**config.mk**
```make
export PLATFORM = sky130hd
export DESIGN_NAME = split_assign_gen
export DESIGN_NICKNAME = d
export VERILOG_FILES = /design/src/rtl/split_assign_gen.sv
export SDC_FILE = /design/constraint.sdc
export NUM_CORES = 1
export LEC_CHECK = 0
export BUFFER_PORTS_ARGS = -buffer_cell sky130_fd_sc_hd__clkbuf_2
export CAP_MARGIN = 5
export CORE_UTILIZATION = 54
export DETAILED_ROUTE_END_ITERATION = 8
export GPL_TIMING_DRIVEN = 0
export HOLD_SLACK_MARGIN = 0.15
export PLACE_DENSITY = 0.78
export SYNTH_ARGS = -nofsm -noshare
export SYNTH_HDL_FRONTEND = slang
export SYNTH_SLANG_ARGS = --single-unit
```
**constraint.sdc**
```tcl
create_clock -name clk -period 2.9 [get_ports clk]
set_input_delay 0.29 -clock clk [delete_from_list [all_inputs] [get_ports clk]]
set_output_delay 0.29 -clock clk [all_outputs]
set_load 0.01 [all_outputs]
```
**src/rtl/split_assign_gen.sv**
```systemverilog
// ---------------------------------------------------------------------------
// split_assign_gen
//
// Stimulus generator for a split_* constraint evaluator. Starting from a seed
// it walks consecutive candidate assignments (seed, seed+1, ... modulo
// 2^VEC_W) and presents one per valid/ready handshake. The evaluator answers
// each accepted candidate with chk_x. The generator counts the candidates it
// issued and the ones that satisfied the evaluator, and it captures the first
// satisfying candidate of the run.
//
// Parameters
//   VEC_W     width of the packed assignment (var_0 at the LSBs), 2..1024
//   CNT_W     width of the candidate limit and of the counters, 2..32
//
// Ports
//   clk        rising-edge clock
//   rst_n      asynchronous active-low reset
//   start      one-cycle run request, honoured only while idle
//   seed       first candidate, sampled on an accepted start
//   limit      number of candidates to issue (0 = none), sampled on start
//   vec_out    current candidate presented to the evaluator
//   vec_valid  vec_out holds a candidate
//   vec_ready  evaluator accepts the candidate this cycle
//   chk_x      evaluator result for vec_out, meaningful on a handshake only
//   busy       run in progress
//   done       one-cycle pulse when a run ends
//   issued     candidates accepted during this run
//   sat_cnt    accepted candidates with chk_x=1 (saturating)
//   first_sat  first satisfying candidate of this run
//   found      first_sat is valid
// ---------------------------------------------------------------------------
module split_assign_gen #(
  parameter int VEC_W = 64,
  parameter int CNT_W = 16
) (
  input  logic             clk,
  input  logic             rst_n,
  input  logic             start,
  input  logic [VEC_W-1:0] seed,
  input  logic [CNT_W-1:0] limit,
  output logic [VEC_W-1:0] vec_out,
  output logic             vec_valid,
  input  logic             vec_ready,
  input  logic             chk_x,
  output logic             busy,
  output logic             done,
  output logic [CNT_W-1:0] issued,
  output logic [CNT_W-1:0] sat_cnt,
  output logic [VEC_W-1:0] first_sat,
  output logic             found
);

  typedef enum logic [1:0] {
    IDLE = 2'd0,
    RUN  = 2'd1,
    FIN  = 2'd2
  } state_t;

  state_t           state;
  state_t           state_nx;
  logic [CNT_W-1:0] rem;
  logic             hs;
  logic             run_start;
  logic             last_hs;

  // Increment that sticks at the all-ones value instead of wrapping.
  function automatic logic [CNT_W-1:0] sat_inc(input logic [CNT_W-1:0] v);
    logic [CNT_W-1:0] r;
    if (&v) r = v;
    else    r = v + CNT_W'(1);
    return r;
  endfunction

  // A start is only accepted from IDLE; in RUN or FIN it is dropped.
  assign run_start = (state == IDLE) && start;
  assign hs        = (state == RUN) && vec_ready;
  // The handshake that consumes the final remaining candidate ends the run.
  assign last_hs   = hs && (rem == CNT_W'(1));

  // ---- state register ----
  always_ff @(posedge clk or negedge rst_n) begin
    if (!rst_n) state <= IDLE;
    else        state <= state_nx;
  end

  // ---- next state and outputs ----
  always_comb begin
    state_nx  = state;
    vec_valid = 1'b0;
    busy      = 1'b0;
    done      = 1'b0;
    case (state)
      IDLE: begin
        if (start) state_nx = (limit != '0) ? RUN : FIN;
      end
      RUN: begin
        vec_valid = 1'b1;
        busy      = 1'b1;
        if (last_hs) state_nx = FIN;
      end
      FIN: begin
        done     = 1'b1;
        state_nx = IDLE;
      end
      default: state_nx = IDLE;
    endcase
  end

  // ---- candidate, remaining count and result registers ----
  always_ff @(posedge clk or negedge rst_n) begin
    if (!rst_n) begin
      vec_out   <= '0;
      rem       <= '0;
      issued    <= '0;
      sat_cnt   <= '0;
      first_sat <= '0;
      found     <= 1'b0;
    end else if (run_start) begin
      vec_out   <= seed;
      rem       <= limit;
      issued    <= '0;
      sat_cnt   <= '0;
      first_sat <= '0;
      found     <= 1'b0;
    end else if (hs) begin
      // issued is bounded by limit, so a plain increment cannot overflow.
      issued  <= issued + CNT_W'(1);
      rem     <= rem - CNT_W'(1);
      vec_out <= vec_out + VEC_W'(1);
      if (chk_x) begin
        sat_cnt <= sat_inc(sat_cnt);
        if (!found) begin
          first_sat <= vec_out;
          found     <= 1'b1;
        end
      end
    end
  end

endmodule

```
==> flow_metrics.py <==
metrics = {
    "setup_path": {
        "crit_path_start": "state[1]",
        "timing.rr.end": "vec_out[53]",
        "rr_startpoint": "state[1]",
        "cp_data_arrival_time_ns": 3.19,
        "crit_path_end": "vec_out[53]",
        "crit_type": "flop to flop",
        "cp.required_ns": 3.28,
        "ff2ff_path_depth": 6,
        "cp-end-kind": "flop",
        "cp_max_fo": 10,
        "r2r_slack_ns": 0.09,
        "startpoint_type": "flop",
    },
    "synthesis": {
        "synth_top_family_by_area": "simple AND/OR/NAND/NOR gates",
        "synthMuxAreaShare": 0.00986,
        "yosysSeqAreaShare": 0.471,
        "netlist_area_um2": 9520,
        "netlist_instances": 1087,
        "ys_warn_count": 0,
        "avgSynthCellArea_um2": 8.75,
        "ys_seq_elements": 179,
        "synth_nets": 1177,
        "synthSimpleGateAreaFrac": 0.286,
        "synth_compound_area_frac": 0.167,
        "synthFlopType": "dfrtp_1",
        "synth-xor-area-share": 0.0221,
        "synth.distinct_cells": 64,
        "synthAdderAreaFrac": 0.00657,
        "synthArstFlopShare": 1.00,
        "synth_edf_count": 0,
    },
    "finish": {
        "fin_util": 0.719,
        "fin_nets": 1517,
        "diodes": 0,
        "drive_gt1_frac": 0.224,
        "areaGrowthSynthToFinish_pct": 30.2,
        "stdcell_count": 1665,
        "final_cell_mix": "clkbuf_2 (253), nand2_1 (244), dfrtp_1 (179)",
        "fin_area_um2": 12400,
        "final_common_cell": "clkbuf_2",
    },
    "route": {
        "wirelength_um": 33500,
        "wl_per_cell_um": 20.1,
        "wl_met3_um": 3460,
        "vias": 10400,
        "wirelength_met1_um": 13400,
        "wl_met2_um": 15400,
        "route.detailed.drc": 0,
        "antenna_left": 0,
        "routed.top_layer": "met4",
        "drt_iter0_drc": 1191,
        "drtPass1Iterations": 9,
        "vias_per_cell": 6.23,
    },
    "pwr": {
        "power_density_nw_per_um2": 814,
        "p_leak_uw": 0.00560,
        "ir_drop_uv": 482,
        "power_uw": 10100,
    },
    "cts": {
        "tritoncts": "built",
        "clock-sinks": 179,
        "insertion_delay_ns": 0.44,
        "cts_buffer_depth": 2,
        "htree_levels": 4,
        "cts_inserted_buffers": 17,
        "cts_setup_buffers": 0,
        "cts.clk_slew.worst_paths_ns": 0.07,
        "root_buffer": "clkbuf_16",
    },
    "placement": {
        "gp_congestion": 0.954,
        "dp_cells": 1561,
        "post-dp-hpwl_um": 22900,
        "place_area_um2": 11100,
        "io_buffers": 248,
    },
    "sta": {
        "finalCritPeriodShare": 0.970,
        "fin_setup_tns_ns": 0,
        "period_minus_slack_ns": 2.81,
        "finalMaxSlewViolations": 0,
        "tightest_slew_ns": 0.931,
        "skew_ns": 0.00698,
        "maxSlewHeadroom": 0.379,
        "hold_viol_final": 0,
        "rsz0062_at_grt": "no",
        "fmax_ghz": 0.356,
        "setup_violations": 0,
    },
    "global_route": {
        "grt_first_pass_wirelength_um": 52000,
        "grt_max_degree": 92,
        "grt_pass1_vias": 9589,
        "grt-ovfl-total": 0,
        "track_usage": 0.375,
        "grt_antenna_before_repair": 0,
    },
    "die": {
        "die_w_um": 135,
        "rows": 48,
        "ios": 249,
        "core_um2": 17200,
        "start_util": 0.552,
        "die_y_um": 135,
        "dieArea_um2": 18200,
    },
    "job": {
        "drv_cap": 0,
    },
    "outcome": {
        "status": "completed",
    },
    "hold_path": {
        "hold_path_class": "input port to flop",
    },
}
final cells by class:
class                           count  area [um^2]
Inverter                           15         56.3
Tap cell                          225          282
Clock inverter                     10         98.8
Buffer                             73          307
Timing Repair Buffer              322         2010
Clock buffer                       22          484
Fill cell                        1303         4840
Multi-Input combinational cell    819         4680
Sequential cell                   179         4480
sequential cells by signal (all words and copies together) (netlist names):
register and cells:
found 1, state 2, first_sat 64, rem 16, vec_out 64, sat_cnt 16
issued 16
worst max-delay path, cell delays in order, from the launching register on:
cell      delay [ns]
dfrtp_1         0.49
or3b_2          0.17
clkbuf_1        0.25
clkbuf_1        0.74
clkbuf_1        0.69
o311ai_0        0.28
nand3_1         0.12
power breakdown:
part,total [uW],leakage (uW),switching (uW),internal (uW)
sequential,4390,0.00235,1040,3350
clock,2310,0.000271,1030,1280
combinational,3390,0.00298,1990,1400
cell usage after synthesis (4+ instances only):
master	number	share of area
and2_1	8	0.0053
o31ai_1	6	0.0047
inv_1	15	0.0059
xnor2_1	5	0.0046
dfrtp_1	179	0.47
nand2_1	244	0.096
o211ai_1	26	0.021
or2_2	5	0.0033
nor3_1	22	0.012
nor2_1	57	0.022
a22oi_1	15	0.012
buf_2	8	0.0042
a31oi_1	10	0.0066
o311ai_0	20	0.018
nor4_1	23	0.015
buf_4	4	0.0032
nand4_1	40	0.026
or3_1	13	0.0085
and3_1	16	0.011
a21o_1	7	0.0055
and4_1	8	0.0074
or4_1	18	0.014
a21oi_1	20	0.011
mux2i_1	6	0.0063
o21ai_0	96	0.050
nand3_1	55	0.029
a221o_1	16	0.017
nand2b_1	6	0.0039
clkbuf_1	58	0.023
xor2_1	19	0.017
ha_1	5	0.0066
through the flow:
step / hold slack (ns) / setup slack [ns]
after floorplan: -0.00559 / 0.733
after global placement: 0.491 / -1.87
after detailed placement: 0.410 / -0.235
after CTS: 0.156 / 0.00866
after global routing: 0.162 / 0.00446
final: 0.168 / 0.0873
logic make-up (layout without fill, tap and decap cells):
| group | count (synthesis) | after routing |
|---|---|---|
| buffers and inverters | 89 | 442 |
| DFF | 179 | 179 |
| xor gates and xnor gates | 24 | 24 |
| and+or+nand+nor | 543 | 543 |
| adders and majority gates | 5 | 5 |
| muxes | 9 | 9 |
| AOI/OAI and AO/OA | 238 | 238 |
per-layer routing:
| layer | up-vias | track usage |
|---|---|---|
| met5 | - | 0 |
| met4 | 0 | 0.160 |
| met3 | 103 | 0.0747 |
| met2 | 662 | 0.582 |
| met1 | 4949 | 0.514 |
| li1 | 4653 | - |
how the worst min path moves through the flow:
stage | startpoint | end | cells after the start
CTS | seed[1] | vec_out[1] | 3
detailed placement | rst_n | first_sat[7] | 1
floorplan | rst_n | first_sat[0] | 0
global placement | seed[10] | vec_out[10] | 3
global route | seed[1] | vec_out[1] | 3
finish | seed[38] | vec_out[38] | 4
what timing repair did:
item	CTS	global route
resized for setup	1	10
endpoints found under the setup margin	42	66
hold buffers	73	0
endpoints found under the hold margin	162	0
Note: power is estimated with default switching activity, not from simulation.
